[config.mk]
export PLATFORM = sky130hd
export DESIGN_NAME = pdh_ctrl_seq
export DESIGN_NICKNAME = d
export VERILOG_FILES = /design/src/rtl/pdh_ctrl_seq.sv
export SDC_FILE = /design/constraint.sdc
export NUM_CORES = 1
export LEC_CHECK = 0
export ABC_CLOCK_PERIOD_IN_PS = 1900
export CAP_MARGIN = 25
export CORE_AREA = 3 3 205 207
export DETAILED_ROUTE_END_ITERATION = 16
export DIE_AREA = 0 0 208 210
export DONT_BUFFER_PORTS = 1
export HOLD_SLACK_MARGIN = 0.15
export MAX_ROUTING_LAYER = met4
export PLACE_DENSITY = 0.75
export SLEW_MARGIN = 20
export SYNTH_ARGS = -nofsm -noshare
export SYNTH_HDL_FRONTEND = slang
export SYNTH_SLANG_ARGS = --single-unit
[constraint.sdc]
create_clock -name clk -period 1.9 [get_ports clk]
set_input_delay 0.38 -clock clk [delete_from_list [all_inputs] [get_ports clk]]
set_output_delay 0.38 -clock clk [all_outputs]
set_load 0.03 [all_outputs]
[src/rtl/pdh_ctrl_seq.sv]
// PS GPIO command sequencer: synchronizes toggle-strobed commands, holds a shadow/active config bank, commits atomically.
// Latency: response ack moves SYNC_STAGES+3 clk edges after the first edge that samples a new toggle.
// Backpressure: none on the wire; toggles arriving while busy are evaluated only after returning to IDLE. Optional: PDH_CTRL_STABLE_CHK_EN.
module pdh_ctrl_seq #(
    parameter int NUM_REGS    = 8,
    parameter int REG_WIDTH   = 24,
    parameter int SYNC_STAGES = 2
) (
    input  logic                          clk,
    input  logic                          rst_n,
    input  logic [31:0]                   ps_cmd_i,
    output logic [31:0]                   ps_rsp_o,
    output logic [NUM_REGS*REG_WIDTH-1:0] cfg_o,
    output logic                          cfg_update_o,
    input  logic [REG_WIDTH-1:0]          status_i,
    output logic                          busy_o
);

    localparam int IDXW = (NUM_REGS > 1) ? $clog2(NUM_REGS) : 1;
    localparam int CNTW = $clog2(SYNC_STAGES + 1);
    localparam logic [4:0] NUM_REGS_L = 5'(NUM_REGS);
    localparam logic [4:0] STAT_ADDR  = 5'd31;

    localparam logic [1:0] OP_NOP    = 2'b00;
    localparam logic [1:0] OP_WRITE  = 2'b01;
    localparam logic [1:0] OP_READ   = 2'b10;
    localparam logic [1:0] OP_COMMIT = 2'b11;

    typedef enum logic [2:0] {INIT, IDLE, CAPTURE, EXEC, RESP} state_t;

    logic [31:0]          sync_q [SYNC_STAGES];
    logic [31:0]          synced;
    state_t               state_q, state_d;
    logic [CNTW-1:0]      init_cnt;
    logic                 init_done;
    logic                 acc_tog;
    logic                 pending;

    logic [1:0]           cap_op;
    logic [4:0]           cap_addr;
    logic [23:0]          cap_data;
    logic                 cap_bad;
    logic [IDXW-1:0]      idx;

    logic [REG_WIDTH-1:0] shadow_q [NUM_REGS];
    logic [REG_WIDTH-1:0] active_q [NUM_REGS];
    logic                 dirty_q;
    logic                 ex_err_q;
    logic [23:0]          ex_rdata_q;
    logic                 commit_q;

    logic                 ex_err;
    logic [23:0]          ex_rdata;
    logic                 do_write;
    logic                 do_commit;

`ifdef PDH_CTRL_STABLE_CHK_EN
    logic [30:0]          snap_q;
`endif

    assign synced    = sync_q[SYNC_STAGES-1];
    assign pending   = synced[31] ^ acc_tog;
    assign init_done = (init_cnt == CNTW'(SYNC_STAGES));
    assign busy_o    = (state_q != IDLE);
    assign idx       = cap_addr[IDXW-1:0];

    always_ff @(posedge clk or negedge rst_n) begin
        if (!rst_n) begin
            for (int i = 0; i < SYNC_STAGES; i++) sync_q[i] <= '0;
        end else begin
            sync_q[0] <= ps_cmd_i;
            for (int i = 1; i < SYNC_STAGES; i++) sync_q[i] <= sync_q[i-1];
        end
    end

    always_ff @(posedge clk or negedge rst_n) begin
        if (!rst_n) state_q <= INIT;
        else        state_q <= state_d;
    end

    always_comb begin
        state_d = state_q;
        case (state_q)
            INIT:    if (init_done) state_d = IDLE;
            IDLE:    if (pending) state_d = CAPTURE;
            CAPTURE: state_d = EXEC;
            EXEC:    state_d = RESP;
            RESP:    state_d = IDLE;
            default: state_d = INIT;
        endcase
    end

    // INIT adopts whatever toggle level the PS left on the bus so reset release never fires a command.
    always_ff @(posedge clk or negedge rst_n) begin
        if (!rst_n) begin
            init_cnt <= '0;
            acc_tog  <= 1'b0;
            cap_op   <= OP_NOP;
            cap_addr <= '0;
            cap_data <= '0;
            cap_bad  <= 1'b0;
`ifdef PDH_CTRL_STABLE_CHK_EN
            snap_q   <= '0;
`endif
        end else begin
            case (state_q)
                INIT: begin
                    if (init_done) acc_tog <= synced[31];
                    else           init_cnt <= init_cnt + CNTW'(1);
                end
                IDLE: begin
`ifdef PDH_CTRL_STABLE_CHK_EN
                    if (pending) snap_q <= synced[30:0];
`endif
                end
                CAPTURE: begin
                    acc_tog  <= synced[31];
                    cap_addr <= synced[28:24];
                    cap_data <= synced[23:0];
`ifdef PDH_CTRL_STABLE_CHK_EN
                    if (synced[30:0] != snap_q) begin
                        cap_op  <= OP_NOP;
                        cap_bad <= 1'b1;
                    end else begin
                        cap_op  <= synced[30:29];
                        cap_bad <= 1'b0;
                    end
`else
                    cap_op  <= synced[30:29];
                    cap_bad <= 1'b0;
`endif
                end
                default: ;
            endcase
        end
    end

    always_comb begin
        ex_err    = 1'b0;
        ex_rdata  = '0;
        do_write  = 1'b0;
        do_commit = 1'b0;
        case (cap_op)
            OP_WRITE: begin
                if (cap_addr < NUM_REGS_L) do_write = 1'b1;
                else                       ex_err   = 1'b1;
            end
            OP_READ: begin
                if (cap_addr < NUM_REGS_L)
                    ex_rdata = cap_data[0] ? 24'(shadow_q[idx]) : 24'(active_q[idx]);
                else if (cap_addr == STAT_ADDR)
                    ex_rdata = 24'(status_i);
                else
                    ex_err = 1'b1;
            end
            OP_COMMIT: do_commit = 1'b1;
            default: ;
        endcase
        if (cap_bad) ex_err = 1'b1;
    end

    always_ff @(posedge clk or negedge rst_n) begin
        if (!rst_n) begin
            for (int i = 0; i < NUM_REGS; i++) begin
                shadow_q[i] <= '0;
                active_q[i] <= '0;
            end
            dirty_q      <= 1'b0;
            ex_err_q     <= 1'b0;
            ex_rdata_q   <= '0;
            commit_q     <= 1'b0;
            ps_rsp_o     <= '0;
            cfg_update_o <= 1'b0;
        end else begin
            cfg_update_o <= 1'b0;
            if (state_q == EXEC) begin
                ex_err_q   <= ex_err;
                ex_rdata_q <= ex_rdata;
                commit_q   <= do_commit;
                if (do_write) begin
                    shadow_q[idx] <= REG_WIDTH'(cap_data);
                    dirty_q       <= 1'b1;
                end
                if (do_commit) begin
                    for (int i = 0; i < NUM_REGS; i++) active_q[i] <= shadow_q[i];
                    dirty_q <= 1'b0;
                end
            end
            if (state_q == RESP) begin
                ps_rsp_o     <= {acc_tog, ex_err_q, dirty_q, cap_addr, ex_rdata_q};
                cfg_update_o <= commit_q;
            end
        end
    end

    for (genvar g = 0; g < NUM_REGS; g++) begin : g_cfg
        assign cfg_o[g*REG_WIDTH +: REG_WIDTH] = active_q[g];
    end

endmodule
==> run summary, run 1 <==
status = finished with violations
failing checks = negative hold slack, max-slew violations, negative setup slack
vias in the first global route = 14980
CP arrival = 2460 ps
average size of a mapped cell = 15.35 sq um
Netlist cell types = 48
maximum clock frequency = 504.8 MHz
Reg clk slew, reported paths = 60 ps
WL/cell = 29.41 microns
share of cells above drive strength 1 = 46.97%
# DRC = 0
CTS Hold Bufs = 56
Post-synth ARST share = 100.0%
r2r setup slk = -80 ps
Yosys top cell area share = 59.43%
sequential area share after synthesis = 59.43%
#FFs+latches synth = 545
FF-to-FF path depth = 6
Final Hold Fails = 545
antenna violations before repair = 3
Area growth syn-to-layout = 23.17%
DR iter-0 viols = 1336
PD cells = 1343 mW/mm^2
Worst setup EP type = register
Setup-failing EPs final = 34
dpl cell area = 0.02472 sq mm
Final ANT Viol Nets = 0
Tmin final = 1981 ps
critical path class = register to register
total die area = 0.04368 sq mm
Final WS setup = -81.03 ps
Synth Cell Area = 0.02295 sq mm
Gate Count Post-Synth = 1495
max_cap viols = 0
Slowest-stage cell, CP = dfrtp_4
Clock Skew = 12.31 ps
fin nets = 1754
CP peak stage delay = 540 ps
Clock Tree Buf Depth = 3
Placer Congestion = 0.8776
global route overflow = 0
CP Buf/Inv Count = 2
synth top area cells = dfrtp_1, mux2_2, mux4_2, mux2i_1, buf_2
H-tree Lvls = 2
Total Routing Usage GR = 29.97%
cell total after placement = 2070
TritonRoute pass-1 iters = 5
hpwl dp = 40.60 mm
pre-CTS WS = -166.7 ps
P_leak = 13.58 nW
main flop type after synthesis = dfrtp_1
worst hold path type = input port to asynchronous set/reset pin
Root Driver = clkbuf_16
Port Buffer Count = 0
Slew Limit Fails = 231
r2r endpoint = ex_rdata_q[9]$_DFFE_PN0N_
worst endpoint required time = 2380 ps
leading area contributor after synthesis = dfrtp_1
final hold slack = -521.6 ps
DRT Wirelength = 66.64 mm
largest net degree at the start of global routing = 546
TritonCTS clock tree = built
crit path cell chain = clkbuf_16 -> and2_4 -> buf_12 -> o2bb2ai_1 -> a211o_1 -> a221o_1
Finished Layout Cells = 2266
# rows = 74
CTS sink cnt = 545
worst-skew pair later-pin latency = 600 ps
first-pass GRT wire length = 96.59 mm
syn_nets = 1557
# IOs = 284
final worst path period share = 104.3%
Crit path max-delay family = compound AO/OA/AOI/OAI gates
vias per cell = 6.337
CTS buffer count = 56
Vias = 14360
post-route cell area = 0.02826 sq mm
maximum vdd drop = 1009 uV
Die H = 210 microns
CORE AREA = 0.04055 sq mm
Synthesis Warnings = 0
crit-path max FO = 11
Pwr Total = 0.03796 W
CP Launch Type = register
Post-synth EDFFs = 0
transition time of the tightest slew-check pin = 1816 ps
Die X = 208 microns
unrepaired setup endpoints after global routing = true
Starting Density = 56.59%
RR Startpoint = cap_addr[0]$_DFFE_PN0P_
Slew headroom = -21.05%
==> logic make-up after synthesis <==
family	count (synthesis)	synth area share [%]
buffers and inverters	118	2.552
muxes	565	29.70
adders and majority gates	4	0.2181
DFF	545	59.43
xor gates and xnor gates	2	0.07635
and+or+nand+nor	83	2.148
AOI/OAI and AO/OA	178	5.878
==> sequential cells by signal, indices dropped and copies added, names as in the netlist, 5 cells and up <==
name and flops:
sync_q 32, ex_rdata_q 24, shadow_q 192, cfg_o 192, cap_data 24, cap_addr 5
synced 32, ps_rsp_o 32
==> area by class of cell <==
type	count	area, sq um
diodes	3	7.507
clock buffers	82	1620
clock inverters	15	162.7
fillers	2627	12290
inverters	9	41.29
multi-input cells	832	9180
flip-flops and latches	545	13650
well taps	532	665.6
repair buffers	248	2937
==> worst max path at each step <==
stage / end / depth (start not counted) / slack (ps) / from
floorplan: shadow_q[75]$_DFFE_PN0P_ / 7 / -80 / state_q[2]$_DFFE_PN0P_
global placement: shadow_q[79]$_DFFE_PN0P_ / 6 / -120 / cap_op[1]$_DFFE_PN0P_
detailed placement: shadow_q[80]$_DFFE_PN0P_ / 6 / -170 / cap_op[1]$_DFFE_PN0P_
CTS: busy_o / 2 / -50 / state_q[1]$_DFFE_PN0P_
global route: ex_rdata_q[12]$_DFFE_PN0N_ / 6 / -110 / cap_addr[0]$_DFFE_PN0P_
finish: ex_rdata_q[9]$_DFFE_PN0N_ / 6 / -80 / cap_addr[0]$_DFFE_PN0P_
==> worst register-to-register path, stage by stage (launching register included) <==
cell and delay (ps):
dfrtp_4 540, clkbuf_16 190, and2_4 180, buf_12 160, o2bb2ai_1 150, a211o_1 310
a221o_1 320
==> where the power goes <==
group / internal (W) / switching (W) / total [W]
sequential: 0.0135 / 0.00315 / 0.0166
clock: 0.00627 / 0.00450 / 0.0108
combinational: 0.00563 / 0.00492 / 0.0106
==> cells in the mapped netlist (all sizes together) (17+ instances only) <==
cell / count
a211oi: 40
a21o: 17
a21oi: 34
a221o: 29
buf: 80
clkbuf: 29
dfrtp: 545
mux2: 447
mux2i: 70
mux4: 48
nand2: 31
nand3: 21
o211ai: 17
o2bb2ai: 23
==> through the flow <==
stage               hold WS [ps]  util, %  setup TNS, ps
floorplan                  84.41        -          -1750
global placement           100.3    60.95          -3376
detailed placement         103.9    60.95          -6600
CTS                       -534.8    67.77         -106.9
global route              -536.1    69.70          -3410
finish                    -521.6    69.70         -828.7
==> placed cells by master, fill, tap and decap left out, drive strengths merged, types with 2 or more instances in the layout <==
cell / synthesis / final
a21o: 17 / 17
mux2i: 70 / 70
a21oi: 34 / 34
and3: 11 / 11
inv: 8 / 9
bufbuf: 0 / 3
nand3b: 2 / 2
mux4: 48 / 48
dfrtp: 545 / 545
o211ai: 17 / 17
nand2: 31 / 31
dlygate4sd3: 0 / 56
nor2: 3 / 3
clkbuf: 29 / 90
buf: 80 / 181
a211o: 7 / 7
a211oi: 40 / 40
o2bb2ai: 23 / 23
mux2: 447 / 447
o21ai: 6 / 6
a221o: 29 / 29
diode: 0 / 3
clkinvlp: 0 / 5
nor4: 2 / 2
nor3: 3 / 3
nand3: 21 / 21
clkinv: 1 / 7
ha: 4 / 4
bufinv: 0 / 3
and2: 4 / 4
==> routing by layer <==
| metal | wire length (microns) | track usage (%) | share of wire, % |
|---|---|---|---|
| met1 | 26110 | 38.79 | 39 |
| met2 | 31800 | 46.36 | 48 |
| met3 | 6152 | 8.111 | 9.2 |
| met4 | 2573 | 10.60 | 3.9 |
| met5 | 0 | - | 0 |
==> repair_timing <==
action	4_1_cts	5_1_grt
setup endpoints to repair	143	143
gates resized for setup	44	120
pin swaps	15	31
setup buffers	12	15
gates cloned	5	8
hold endpoints to repair	601	545
(Power assumes the default switching activity.)
==> run 2: changes to the inputs <==
--- a/config.mk
+++ b/config.mk
@@ -7,13 +7,13 @@
 export LEC_CHECK = 0
 export ABC_CLOCK_PERIOD_IN_PS = 1900
 export CAP_MARGIN = 25
-export CORE_AREA = 3 3 205 207
+export CORE_AREA = 3 3 261 263
 export DETAILED_ROUTE_END_ITERATION = 16
-export DIE_AREA = 0 0 208 210
+export DIE_AREA = 0 0 264 266
 export DONT_BUFFER_PORTS = 1
 export HOLD_SLACK_MARGIN = 0.15
 export MAX_ROUTING_LAYER = met4
-export PLACE_DENSITY = 0.75
+export SETUP_SLACK_MARGIN = 0.4
 export SLEW_MARGIN = 20
 export SYNTH_ARGS = -nofsm -noshare
 export SYNTH_HDL_FRONTEND = slang
==> run summary, run 2 (synthesized netlist as in run 1, its figures left out) <==
status = finished with violations
failing checks = negative hold slack, negative setup slack
Tmin final = 2003 ps
P_leak = 14.84 nW
Starting Density = 34.84%
Die X = 264 microns
CTS Hold Bufs = 56
CTS sink cnt = 545
global route overflow = 0
FILL cells = 5589
# DRC = 0
Pwr Total = 0.04012 W
PD cells = 1296 mW/mm^2
Final Core Density = 46.98%
cell total after placement = 2395
Worst setup EP type = register
vias in the first global route = 15480
Placer Congestion = 0.8221
final hold slack = -495.0 ps
antenna violations before repair = 8
dpl cell area = 0.02565 sq mm
crit path launch = state_q[0]$_DFFE_PN0P_
max_cap viols = 0
# IOs = 284
Clock Tree Buf Depth = 3
maximum vdd drop = 893.1 uV
Clock Skew = 19.07 ps
flip-flop and latch area = 0.01365 sq mm
DR iter-0 viols = 1215
fin nets = 1815
maximum clock frequency = 499.2 MHz
Setup-failing EPs final = 214
TritonRoute pass-1 iters = 5
WL/cell = 29.17 microns
most frequent cells in the layout = dfrtp_1, mux2_4, mux2_2
total die area = 0.07022 sq mm
final worst path period share = 105.4%
Reg clk slew, reported paths = 60 ps
worst hold path type = input port to asynchronous set/reset pin
Multi-input gate area = 0.009811 sq mm
Finished Layout Cells = 2674
CP Launch Type = register
DRT Wirelength = 78.01 mm
H-tree Lvls = 2
unrepaired setup endpoints after global routing = true
most common cell after layout, fill and taps aside = dfrtp_1
transition time of the tightest slew-check pin = 1433 ps
Root Driver = clkbuf_16
worst endpoint required time = 2390 ps
Slew Limit Fails = 0
Slew headroom = 4.474%
CP arrival = 2490 ps
crit-path max FO = 10
Final WS setup = -103.2 ps
Die H = 266 microns
post-route cell area = 0.03094 sq mm
Final ANT Viol Nets = 0
Final Hold Fails = 545
CORE AREA = 0.06586 sq mm
# rows = 94
Area growth syn-to-layout = 34.85%
first-pass GRT wire length = 113.7 mm
largest net degree at the start of global routing = 546
critical path class = register to register
TritonCTS clock tree = built
worst-skew pair later-pin latency = 620 ps
share of cells above drive strength 1 = 49.42%
hpwl dp = 46.31 mm
CTS buffer count = 60
vias per cell = 5.488
Total Routing Usage GR = 22.44%
RR Startpoint = state_q[0]$_DFFE_PN0P_
Sum Neg Setup Slack = -8947 ps
Vias = 14670
Port Buffer Count = 0
==> run 2: cell count changes in the layout (fill, tap and decap cells not counted), moves of 4 or more <==
cell,previous run,this run
mux2_2,366,218
mux2_4,81,227
buf_12,39,69
buf_16,5,35
buf_4,109,96
buf_6,21,30
diode_2,3,9
clkinv_2,7,12
buf_8,7,11
clkinv_4,0,4
==> run 2: final timing paths <==
check,end,slack (ps),cells after the start
min,synced[7]$_DFF_PN0_,-500,0
min reg2reg,synced[16]$_DFF_PN0_,350,0
max in group asynchronous,cfg_o[69]$_DFFE_PN0P_,1270,0
max,cfg_o[5]$_DFFE_PN0P_,-100,11
max reg2reg,cfg_o[5]$_DFFE_PN0P_,-100,11
min in group clk,sync_q[34]$_DFF_PN0_,320,1
==> run 2: layout make-up <==
| cell class | instances | share of cell area [%] |
|---|---|---|
| clock buffer | 85 | 5.584 |
| inverter | 9 | 0.1334 |
| antenna | 9 | 0.07278 |
| clock inverter | 25 | 0.8491 |
| sequential | 545 | 44.12 |
| timing repair buffer | 305 | 14.04 |
| tap | 864 | 3.493 |
| multi-input combinational | 832 | 31.70 |
==> run 2: what timing repair did <==
item / 4_1_cts / 5_1_grt
hold endpoints to repair: 601 / 545
gates resized for setup: 206 / 61
buffers inserted: 53 / 16
pin swaps: 40 / 11
setup endpoints to repair: 694 / 703
gates cloned: 28 / 7
==> run 2: metrics by stage <==
step	setup WS (ps)	hold slack (ps)
3_5_place_dp	-132.1	123.9
4_1_cts	-97.37	-551.0
6_report	-103.2	-495.0
2_1_floorplan	-77.12	84.41
5_1_grt	-150.3	-529.0
3_3_place_gp	-126.8	122.5
==> run 2: critical path, stage by stage (launching register included) <==
cell,delay [ps]
dfrtp_1,390
buf_4,140
nand3b_4,100
inv_6,100
buf_6,110
buf_6,100
nand2_8,70
buf_6,150
buf_16,140
buf_12,120
buf_12,140
mux2_4,290
==> run 2: where the power goes <==
part / leakage [nW] / total (W) / switching (W) / internal (W)
Sequential: 7.35 / 0.0167 / 0.00320 / 0.0135
Combinational: 6.52 / 0.0117 / 0.00548 / 0.00625
Clock: 0.977 / 0.0117 / 0.00485 / 0.00687
Total: 14.8 / 0.0401 / 0.0135 / 0.0266
==> run 2: per-layer routing <==
layer	part of all wire [%]	GRT usage [%]	up-vias
met5	0	-	-
met4	2.5	5.572	0
met3	8.2	6.233	114
met2	48	35.62	531
met1	41	28.60	7894
li1	-	-	6135
==> run 3: changes to the inputs <==
--- a/config.mk
+++ b/config.mk
@@ -5,12 +5,13 @@
 export SDC_FILE = /design/constraint.sdc
 export NUM_CORES = 1
 export LEC_CHECK = 0
-export ABC_CLOCK_PERIOD_IN_PS = 1900
+export ABC_CLOCK_PERIOD_IN_PS = 2450
 export CAP_MARGIN = 25
 export CORE_AREA = 3 3 261 263
 export DETAILED_ROUTE_END_ITERATION = 16
 export DIE_AREA = 0 0 264 266
 export DONT_BUFFER_PORTS = 1
+export GPL_TIMING_DRIVEN = 0
 export HOLD_SLACK_MARGIN = 0.15
 export MAX_ROUTING_LAYER = met4
 export SETUP_SLACK_MARGIN = 0.4
==> constraint.sdc (replaced) <==
create_clock -name clk -period 2.45 [get_ports clk]
set_input_delay 0.49 -clock clk [delete_from_list [all_inputs] [get_ports clk]]
set_output_delay 0.49 -clock clk [all_outputs]
set_load 0.03 [all_outputs]
==> run summary, run 3 (synthesized netlist as in run 1, its figures left out) <==
Finished Layout Cells = 2577
CTS sink cnt = 545
Area growth syn-to-layout = 23.01%
fin nets = 1724
CTS buffer count = 66
Port Buffer Count = 0
CORE AREA = 0.06586 sq mm
Starting Density = 34.84%
largest net degree at the start of global routing = 546
H-tree Lvls = 3
CP peak stage delay = 370 ps
CP most frequent cell = buf_6
Placer Congestion = 0.8594
Final ANT Viol Nets = 0
Slowest-stage cell, CP = dfrtp_1
Final Hold Fails = 527
Final Core Density = 42.86%
Vias = 14790
maximum clock frequency = 479.0 MHz
max_cap viols = 0
worst endpoint required time = 2940 ps
failing checks = negative hold slack, max-slew violations
critical path class = register to register
hpwl dp = 55.49 mm
Total Routing Usage GR = 24.49%
worst-skew pair later-pin latency = 610 ps
Slew headroom = -19.31%
cell total after placement = 2361
Die H = 266 microns
Crit path max-delay family = buffers and inverters
FILL cells = 5933
DRT Wirelength = 84.89 mm
r2r setup slk = 360 ps
Clock Skew = 23.05 ps
global route overflow = 0
antenna violations before repair = 5
crit path cell chain = buf_6 -> and2_1 -> clkbuf_4 -> buf_8 -> buf_6 -> a21oi_1 -> o221ai_1 -> a211o_1
status = finished with violations
final hold slack = -355.8 ps
Die X = 264 microns
# IOs = 284
TritonCTS clock tree = built
Slew Limit Fails = 339
Root Driver = clkbuf_16
Clock Tree Buf Depth = 3
unrepaired setup endpoints after global routing = true
vias per cell = 5.738
most common cell after layout, fill and taps aside = dfrtp_1
maximum vdd drop = 443.0 uV
# DRC = 0
transition time of the tightest slew-check pin = 1790 ps
Tmin final = 2088 ps
DR iter-0 viols = 1060
# rows = 94
CP Buf/Inv Count = 4
P_leak = 13.34 nW
final worst path period share = 85.21%
most frequent cells in the layout = dfrtp_1, mux2_2, clkbuf_16
Worst setup EP type = register
Setup-failing EPs final = 0
worst hold path type = input port to asynchronous set/reset pin
CP arrival = 2580 ps
crit-path max FO = 10
vias in the first global route = 15330
Reg clk slew, reported paths = 60 ps
WL/cell = 32.94 microns
CTS Hold Bufs = 56
total die area = 0.07022 sq mm
PD cells = 1115 mW/mm^2
first-pass GRT wire length = 117.9 mm
TritonRoute pass-1 iters = 5
share of cells above drive strength 1 = 45.73%
Sum Neg Setup Slack = 0 ps
CP Launch Type = register
==> run 3: worst reg2reg max path, delay by kind of cell, from the launching register on <==
kind | cells | cell delay [ps]
flip-flops | 1 | 370
AO/OA/AOI/OAI | 3 | 660
AND/OR/NAND/NOR | 1 | 170
buffers and inverters | 4 | 770
==> run 3: worst paths after layout <==
path	start	end	cells after the start
setup / recovery	cap_addr[0]$_DFFE_PN0P_	ex_rdata_q[22]$_DFFE_PN0N_	8
max in group asynchronous	rst_n	synced[9]$_DFF_PN0_	0
setup reg to reg	cap_addr[0]$_DFFE_PN0P_	ex_rdata_q[22]$_DFFE_PN0N_	8
hold / removal	rst_n	cfg_update_o$_DFF_PN0_	0
min in group clk	sync_q[62]$_DFF_PN0_	synced[30]$_DFF_PN0_	0
hold reg to reg	sync_q[62]$_DFF_PN0_	synced[30]$_DFF_PN0_	0
==> run 3: repair_timing <==
item	4_1_cts	5_1_grt
buffers inserted	26	9
gates resized for setup	226	59
endpoints found under the setup margin	464	358
endpoints found under the hold margin	601	545
pin swaps	12	24
cloned	5	2
==> run 3: through the flow <==
stage | power (W) | setup WS (ps) | cell area, sq um | hold WS (ps)
global placement | 0.01984 | -690.1 | 24030 | 234.5
finish | 0.03147 | 362.3 | 28230 | -355.8
detailed placement | 0.02009 | -723.4 | 24060 | 226.1
floorplan | 0.01675 | 466.3 | 22950 | 194.4
global route | 0.03252 | 357.2 | 28230 | -377.6
CTS | 0.03116 | 318.0 | 27910 | -414.0
==> run 3: cell type report <==
type                            instances  area, sq um  area share [%]
Timing Repair Buffer                  100         1109           3.927
Clock buffer                           99         1982           7.021
Sequential cell                       545        13640           48.33
Antenna cell                            3        7.507         0.02659
Buffer                                108         1220           4.322
Tap cell                              864         1081           3.830
Clock inverter                         17        251.5          0.8909
Inverter                                9        37.54          0.1330
Multi-Input combinational cell        832         8899           31.52
==> run 3: power breakdown <==
| part | internal (W) | total, W | switching, W |
|---|---|---|---|
| clock | 0.00622 | 0.0101 | 0.00391 |
| combinational | 0.00376 | 0.00846 | 0.00470 |
| sequential | 0.0104 | 0.0129 | 0.00244 |
==> run 3: metal layers <==
metal | part of all wire, % | GRT usage, % | wire [microns]
met2 | 46 | 37.14 | 39430
met5 | 0 | - | 0
met3 | 12 | 11.18 | 9948
met4 | 3.8 | 9.588 | 3213
met1 | 38 | 28.42 | 32300
